$ cat src/rtl/bitty_pkg.sv
// Shared fetch-side definitions: default widths, reset PC and the fetch FSM encoding.
package bitty_pkg;

   localparam int unsigned DEF_ADDR_W   = 8;
   localparam int unsigned DEF_INSTR_W  = 16;
   localparam int unsigned DEF_RESET_PC = 0;
   localparam int unsigned DEF_TIMEOUT  = 16;
   localparam int unsigned RETIRE_W     = 16;
   localparam int unsigned WCNT_W       = 8;

   // Encoding is exposed to debug, so values are pinned.
   typedef enum logic [1:0] {
      REQ  = 2'd0,
      WAIT = 2'd1,
      HOLD = 2'd2
   } fetch_state_e;

endpackage

$ cat src/rtl/fetch_unit.sv
// Program counter owner and instruction fetcher (REQ -> WAIT -> HOLD).
// Optional read-data timeout enabled with `define FETCH_TIMEOUT_EN.
module fetch_unit
   import bitty_pkg::*;
#(
   parameter int unsigned ADDR_W   = DEF_ADDR_W,
   parameter int unsigned INSTR_W  = DEF_INSTR_W,
   parameter int unsigned RESET_PC = DEF_RESET_PC,
   parameter int unsigned TIMEOUT  = DEF_TIMEOUT
) (
   input  logic                clk,
   input  logic                reset_n,
   input  logic [ADDR_W-1:0]   next_pc,
   input  logic                instr_done,
   output logic                mem_req,
   output logic [ADDR_W-1:0]   mem_addr,
   input  logic                mem_gnt,
   input  logic                mem_rvalid,
   input  logic [INSTR_W-1:0]  mem_rdata,
   output logic [ADDR_W-1:0]   pc,
   output logic [INSTR_W-1:0]  instr,
   output logic                instr_valid,
   output logic [RETIRE_W-1:0] retire_count,
   output logic                fetch_err
);

   fetch_state_e        state_q, state_d;
   logic [ADDR_W-1:0]   pc_q, pc_d;
   logic [INSTR_W-1:0]  instr_q, instr_d;
   logic                valid_q, valid_d;
   logic [RETIRE_W-1:0] cnt_q, cnt_d;
`ifdef FETCH_TIMEOUT_EN
   logic [WCNT_W-1:0]   wcnt_q, wcnt_d;
   logic                err_q, err_d;
`endif

   // State and datapath registers
   always_ff @(posedge clk or negedge reset_n) begin
      if (!reset_n) begin
         state_q <= REQ;
         pc_q    <= ADDR_W'(RESET_PC);
         instr_q <= '0;
         valid_q <= 1'b0;
         cnt_q   <= '0;
`ifdef FETCH_TIMEOUT_EN
         wcnt_q  <= '0;
         err_q   <= 1'b0;
`endif
      end else begin
         state_q <= state_d;
         pc_q    <= pc_d;
         instr_q <= instr_d;
         valid_q <= valid_d;
         cnt_q   <= cnt_d;
`ifdef FETCH_TIMEOUT_EN
         wcnt_q  <= wcnt_d;
         err_q   <= err_d;
`endif
      end
   end

   // Next-state and datapath updates
   always_comb begin
      state_d = state_q;
      pc_d    = pc_q;
      instr_d = instr_q;
      valid_d = valid_q;
      cnt_d   = cnt_q;
`ifdef FETCH_TIMEOUT_EN
      wcnt_d  = wcnt_q;
      err_d   = err_q;
`endif
      case (state_q)
         REQ: begin
            if (mem_gnt) begin
               state_d = WAIT;
`ifdef FETCH_TIMEOUT_EN
               wcnt_d  = '0;
`endif
            end
         end
         WAIT: begin
            if (mem_rvalid) begin
               instr_d = mem_rdata;
               valid_d = 1'b1;
               state_d = HOLD;
            end
`ifdef FETCH_TIMEOUT_EN
            // Give up on a lost read and re-request the same pc.
            else if ((wcnt_q + WCNT_W'(1)) == WCNT_W'(TIMEOUT)) begin
               err_d   = 1'b1;
               state_d = REQ;
            end else begin
               wcnt_d  = wcnt_q + WCNT_W'(1);
            end
`endif
         end
         HOLD: begin
            if (instr_done) begin
               pc_d    = next_pc;
               valid_d = 1'b0;
               cnt_d   = cnt_q + RETIRE_W'(1);
               state_d = REQ;
            end
         end
         default: state_d = REQ;
      endcase
   end

   // Request is gated by reset so it stays low while reset is held.
   assign mem_req      = (state_q == REQ) && reset_n;
   assign mem_addr     = pc_q;
   assign pc           = pc_q;
   assign instr        = instr_q;
   assign instr_valid  = valid_q;
   assign retire_count = cnt_q;
`ifdef FETCH_TIMEOUT_EN
   assign fetch_err    = err_q;
`else
   assign fetch_err    = 1'b0;
`endif

endmodule

$ cat config.mk
export PLATFORM = sky130hd
export DESIGN_NAME = fetch_unit
export DESIGN_NICKNAME = d
export VERILOG_FILES = /design/src/rtl/bitty_pkg.sv /design/src/rtl/fetch_unit.sv
export SDC_FILE = /design/constraint.sdc
export NUM_CORES = 1
export LEC_CHECK = 0
export CAP_MARGIN = 20
export CELL_PAD_IN_SITES_DETAIL_PLACEMENT = 0
export CELL_PAD_IN_SITES_GLOBAL_PLACEMENT = 1
export CORE_UTILIZATION = 28
export DETAILED_ROUTE_END_ITERATION = 12
export PLACE_DENSITY = 0.8
export SLEW_MARGIN = 25
export SYNTH_ARGS = -nofsm -noshare
export SYNTH_HDL_FRONTEND = slang
export SYNTH_SLANG_ARGS = --single-unit
$ cat constraint.sdc
create_clock -name clk -period 1.3 [get_ports clk]
set_input_delay 0.26 -clock clk [delete_from_list [all_inputs] [get_ports clk]]
set_output_delay 0.26 -clock clk [all_outputs]
set_load 0.05 [all_outputs]
# Word-level counts from Yosys, hierarchy flattened
# Cells that the tools add are included.
# op_classes
addsub	1
eq_ne	5
mux	7
n_reduce_logical	7
# ops
operator	count
$add 16x1->16 const B	1
$mux 2	3
$ne 2x2->1 const B	3
$pmux 2 s3	1
$reduce_and 3->1	2
$reduce_and 2->1	2
$eq 2x1->1 const B	1
$eq 2x2->1 const B	1
$logic_not 2->1	1
$mux 1	2
$pmux 1 s2	1
$reduce_bool 2->1	1
$logic_and 1x1->1	1
# word_totals
register_bits	43
inputBits	29
output_inout_bits	51
wordCells	25

# Depth between registers and ports, before layout
# logic_depth
depth_word	3
mapped_depth	4
mapped_depth_nobuf	4

# Least setup slack after synthesis
# No wires, ideal clock.
# synth_timing
path_kind	reg-to-output
start	register state_q[0]
end	output port mem_req
arrival_ps	1596
required_time_ps	1040
path_slack_ps	-556
stages_incl_launch_ff	2
path_buffers	0
cell_sequence	dfrtp_1 > nor3b_1
# synth_between
elab_chain_len	2
# synth_rtl
item	line	text
from (decl)	fetch_unit.sv:27	fetch_state_e state_q, state_d;
from (signal assigned)	fetch_unit.sv:50	state_q <= state_d;
$logic_not 2->1	fetch_unit.sv:111	assign mem_req = (state_q == REQ) && reset_n;
$logic_and 1x1->1	fetch_unit.sv:111	
to (decl)	fetch_unit.sv:15	output logic mem_req,
# Every way passes these cells.

# Worst setup path in the final report
# Same ends and word-level chain as after synthesis.

==> impl_results.md <==
* Nature of the critical path endpoint: primary output
* DR vias at 1516
* DR WL/cell at 13.8 um
* Number of vias per cell after detailed routing at 4.43
* RSZ-0062 raised after global routing: yes
* Type of the most critical hold path: in2async
* Count of antenna diodes in the layout at 0
* Final-report setup violation count at 19
* Maximum number of pins on one net before global-route repair at 44
* Final max-slew violation count at 0
* FP Rows at 29
* Lkg Pwr at 1.72 nW
* Final global-route overflow total at 0
* Fraction of layout cells with a size suffix above 1 at 52.8%
* Min setup slack post-route at -158 ps
* Clock root buffer: sky130_fd_sc_hd__clkbuf_8
* Number of fillers in the final layout at 546
* Final period demand of the worst path at 1460 ps
* Element type at the critical path start: flop
* Drc violations at 0
* Failing checks: setup timing
* Worst Skew at 10.1 ps
* Worst Max-Slew Pin Slew at 570 ps
* Worst Setup Path Type: reg2out
* Length of the first detailed-routing pass in iterations at 4
* Starting density of the core at 29.0%
* Count of hold buffers inserted by post-cts repair at 0
* Family with the most delay on the worst path: flip-flops
* Remaining number of nets flagged by the antenna check after routing at 0
* Overall track demand over capacity in global routing at 13.5%
* Number of port buffers at 78
* RePlAce Congestion at 0.720
* Largest incremental delay on the critical path at 400 ps
* Worst-skew pair later-pin latency at 290 ps
* FF+latch count, synth at 43
* Power density relative to cell area at 2380 nW/um^2
* Setup slack at placement at -427 ps
* Clock network power share at 9.4%
* Worst-case headroom to the max-slew limit at 62.0%
* Clock transition at the register clock pins on the worst setup and hold paths after CTS at 80 ps
* Critical Path Slowest Stage Cell: sky130_fd_sc_hd__dfrtp_1
* TritonCTS Buffers at 5
* Overall die area at 6860 um^2
* Net count after synthesis at 184
* Critical path data arrival time at 1200 ps
* Yosys warns at 0
* TritonCTS clock tree: built
* Power share of the combinational group at 63.3%
* Final cycle utilization of the critical path at 112%
* Synthesized instance count at 154
* Chip width at 82.9 um
* Peak Freq at 686 MHz
* Peak supply drop at 1580 uV
* Estimated wirelength of the detail-placed design at 3.26 mm
* Unique cell type count in the Yosys netlist at 27
* Largest fanout of any net on the critical path at 3
* Die span in y at 82.9 um
* Via count of the first global-routing pass at 1583
* Final design utilization at 58.1%
* Switching power share of the total at 42.6%
* Wire length after detailed routing at 4.72 mm
* Mean instance size in the synthesized netlist at 11.9 um^2
* Number of nets in the layout at 294
* Final Hold Viols at 0
* Number of max-capacitance violations reported at 0
* Number of sinks handled by clock tree synthesis at 43
* First-pass GRT wire length at 7.45 mm
* Proportion of power drawn by flip-flops and latches at 27.3%
* Cell chain of the critical path: buf_6 -> nor3b_4 -> buf_12
* Initial DRC count at 52
* Overall power consumption at 0.00874 W
* WP buf/inv at 2
* Cell area after synthesis at 1830 um^2
* Net switching power figure at 0.00373 W
* Run status: finished, violations left
* Internal power summed over all cells at 0.00501 W
* Critical path required time at 1040 ps
* Post-synthesis sequential area ratio at 58.8%
* Initial antenna violation count at 0
* CTS H-Tree Depth at 2
* Largest buffer count on any clock path at 2
* Post-synthesis to final-layout area growth at 100%
* I/O pin count at 80
* Area of the core at 6310 um^2
==> layout make-up <==
| type | count | area, um^2 | area share [%] |
|---|---|---|---|
| well taps | 77 | 96.3 | 2.63 |
| inverters | 4 | 15.0 | 0.409 |
| multi-input cells | 96 | 805 | 21.9 |
| flip-flops and latches | 43 | 1090 | 29.8 |
| clock buffers | 8 | 80.1 | 2.18 |
| repair buffers | 114 | 1580 | 43.1 |
==> final timing paths <==
kind / end / from / slack (ps) / depth (start not counted)
max: mem_req / state_q[0]$_DFFE_PN0P_ / -160 / 3
min: mem_addr[4]$_DFFE_PN0P_ / reset_n / 120 / 2
max reg2reg: retire_count[12]$_DFFE_PN0P_ / retire_count[9]$_DFFE_PN0P_ / -110 / 5
min reg2reg: retire_count[6]$_DFFE_PN0P_ / retire_count[6]$_DFFE_PN0P_ / 530 / 1
max in group asynchronous: retire_count[1]$_DFFE_PN0P_ / reset_n / 760 / 2
min in group clk: mem_addr[3]$_DFFE_PN0P_ / next_pc[3] / 500 / 3
==> power groups by stage <==
stage | clock, W | sequential (W) | combinational [W]
floorplan | 0 | 0.00368 | 0.00115
global placement | 0 | 0.00238 | 0.00522
detailed placement | 0 | 0.00242 | 0.00529
CTS | 0.000854 | 0.00239 | 0.00541
global route | 0.000901 | 0.00246 | 0.00573
finish | 0.000820 | 0.00239 | 0.00553
==> placed cells by master, fill, tap and decap left out, types with 2 or more instances in the layout <==
cell,netlist,final
sky130_fd_sc_hd__buf_12,0,50
sky130_fd_sc_hd__nor3_4,0,3
sky130_fd_sc_hd__nand2_1,35,35
sky130_fd_sc_hd__inv_1,4,4
sky130_fd_sc_hd__buf_6,0,9
sky130_fd_sc_hd__or2_4,0,2
sky130_fd_sc_hd__dfrtp_2,0,13
sky130_fd_sc_hd__buf_4,9,27
sky130_fd_sc_hd__nand4_1,4,4
sky130_fd_sc_hd__xnor2_1,10,10
sky130_fd_sc_hd__nand3b_4,0,2
sky130_fd_sc_hd__clkbuf_1,1,3
sky130_fd_sc_hd__nor2_2,0,2
sky130_fd_sc_hd__xor2_1,5,5
sky130_fd_sc_hd__dfrtp_1,43,30
sky130_fd_sc_hd__nor3_2,0,2
sky130_fd_sc_hd__mux2_4,0,7
sky130_fd_sc_hd__mux2_2,16,9
sky130_fd_sc_hd__clkbuf_8,0,5
sky130_fd_sc_hd__clkdlybuf4s50_1,0,27
==> Yosys cell counts <==
master                     count  area [um^2]
sky130_fd_sc_hd__dfrtp_1      43         1080
sky130_fd_sc_hd__nand2_1      35          131
sky130_fd_sc_hd__mux2_2       16          180
sky130_fd_sc_hd__xnor2_1      10         87.6
sky130_fd_sc_hd__buf_4         9         67.6
sky130_fd_sc_hd__nor3_1        5         25.0
sky130_fd_sc_hd__xor2_1        5         43.8
sky130_fd_sc_hd__inv_1         4         15.0
sky130_fd_sc_hd__nand4_1       4         25.0
sky130_fd_sc_hd__nor2_1        4         15.0
sky130_fd_sc_hd__buf_2         2         10.0
sky130_fd_sc_hd__or2_1         2         12.5
sky130_fd_sc_hd__and3b_2       1         10.0
sky130_fd_sc_hd__clkbuf_1      1         3.75
sky130_fd_sc_hd__conb_1        1         3.75
sky130_fd_sc_hd__ha_1          1         12.5
sky130_fd_sc_hd__mux2i_1       1         10.0
sky130_fd_sc_hd__nand2b_1      1         6.26
sky130_fd_sc_hd__nand3_1       1         5.00
sky130_fd_sc_hd__nand3_2       1         10.0
sky130_fd_sc_hd__nand3b_1      1         7.51
sky130_fd_sc_hd__nand3b_2      1         11.3
sky130_fd_sc_hd__nand4_4       1         21.3
sky130_fd_sc_hd__nor3b_1       1         7.51
sky130_fd_sc_hd__nor4_1        1         6.26
sky130_fd_sc_hd__nor4_4        1         21.3
sky130_fd_sc_hd__o21ai_0       1         5.00
==> registers in the layout, indices dropped and copies added (netlist names) <==
register      cells
instr            16
retire_count     16
mem_addr          8
state_q           2
instr_valid       1
==> routing by layer <==
metal,vias up,global-route usage (%),routed length (um)
li1,713,-,-
met1,743,15.1,1880
met2,56,24.5,2490
met3,4,4.08,304
met4,0,4.23,47
met5,-,0,0
==> stage by stage <==
step / cell area (um^2) / hold slack, ps / cells / setup TNS (ps)
after floorplan: 1890 / -35.6 / 154 / -671
after global placement: 3330 / 445 / 317 / -8050
after detailed placement: 3330 / 440 / 317 / -9260
after CTS: 3530 / 132 / 334 / -1390
after global routing: 3670 / 163 / 342 / -3230
final: 3670 / 121 / 342 / -1110
==> logic make-up (layout without fill, tap and decap cells) <==
group / count (synthesis) / in the layout / share of synthesized area, %
and+or+nand+nor: 60 / 61 / 17.2
DFF: 43 / 43 / 58.8
muxes: 17 / 17 / 10.4
buffers and inverters: 16 / 126 / 5.26
xor gates and xnor gates: 15 / 15 / 7.18
adders and majority gates: 1 / 1 / 0.683
other: 1 / 1 / 0.205
AOI/OAI and AO/OA: 1 / 1 / 0.273
==> timing repair <==
action                     4_1_cts  5_1_grt
setup endpoints to repair       10       39
cloned                           0        1
resized for setup               12       18
pin swaps                        8        4
buffers inserted                 9        7
Note: power is estimated with default switching activity, not from simulation.
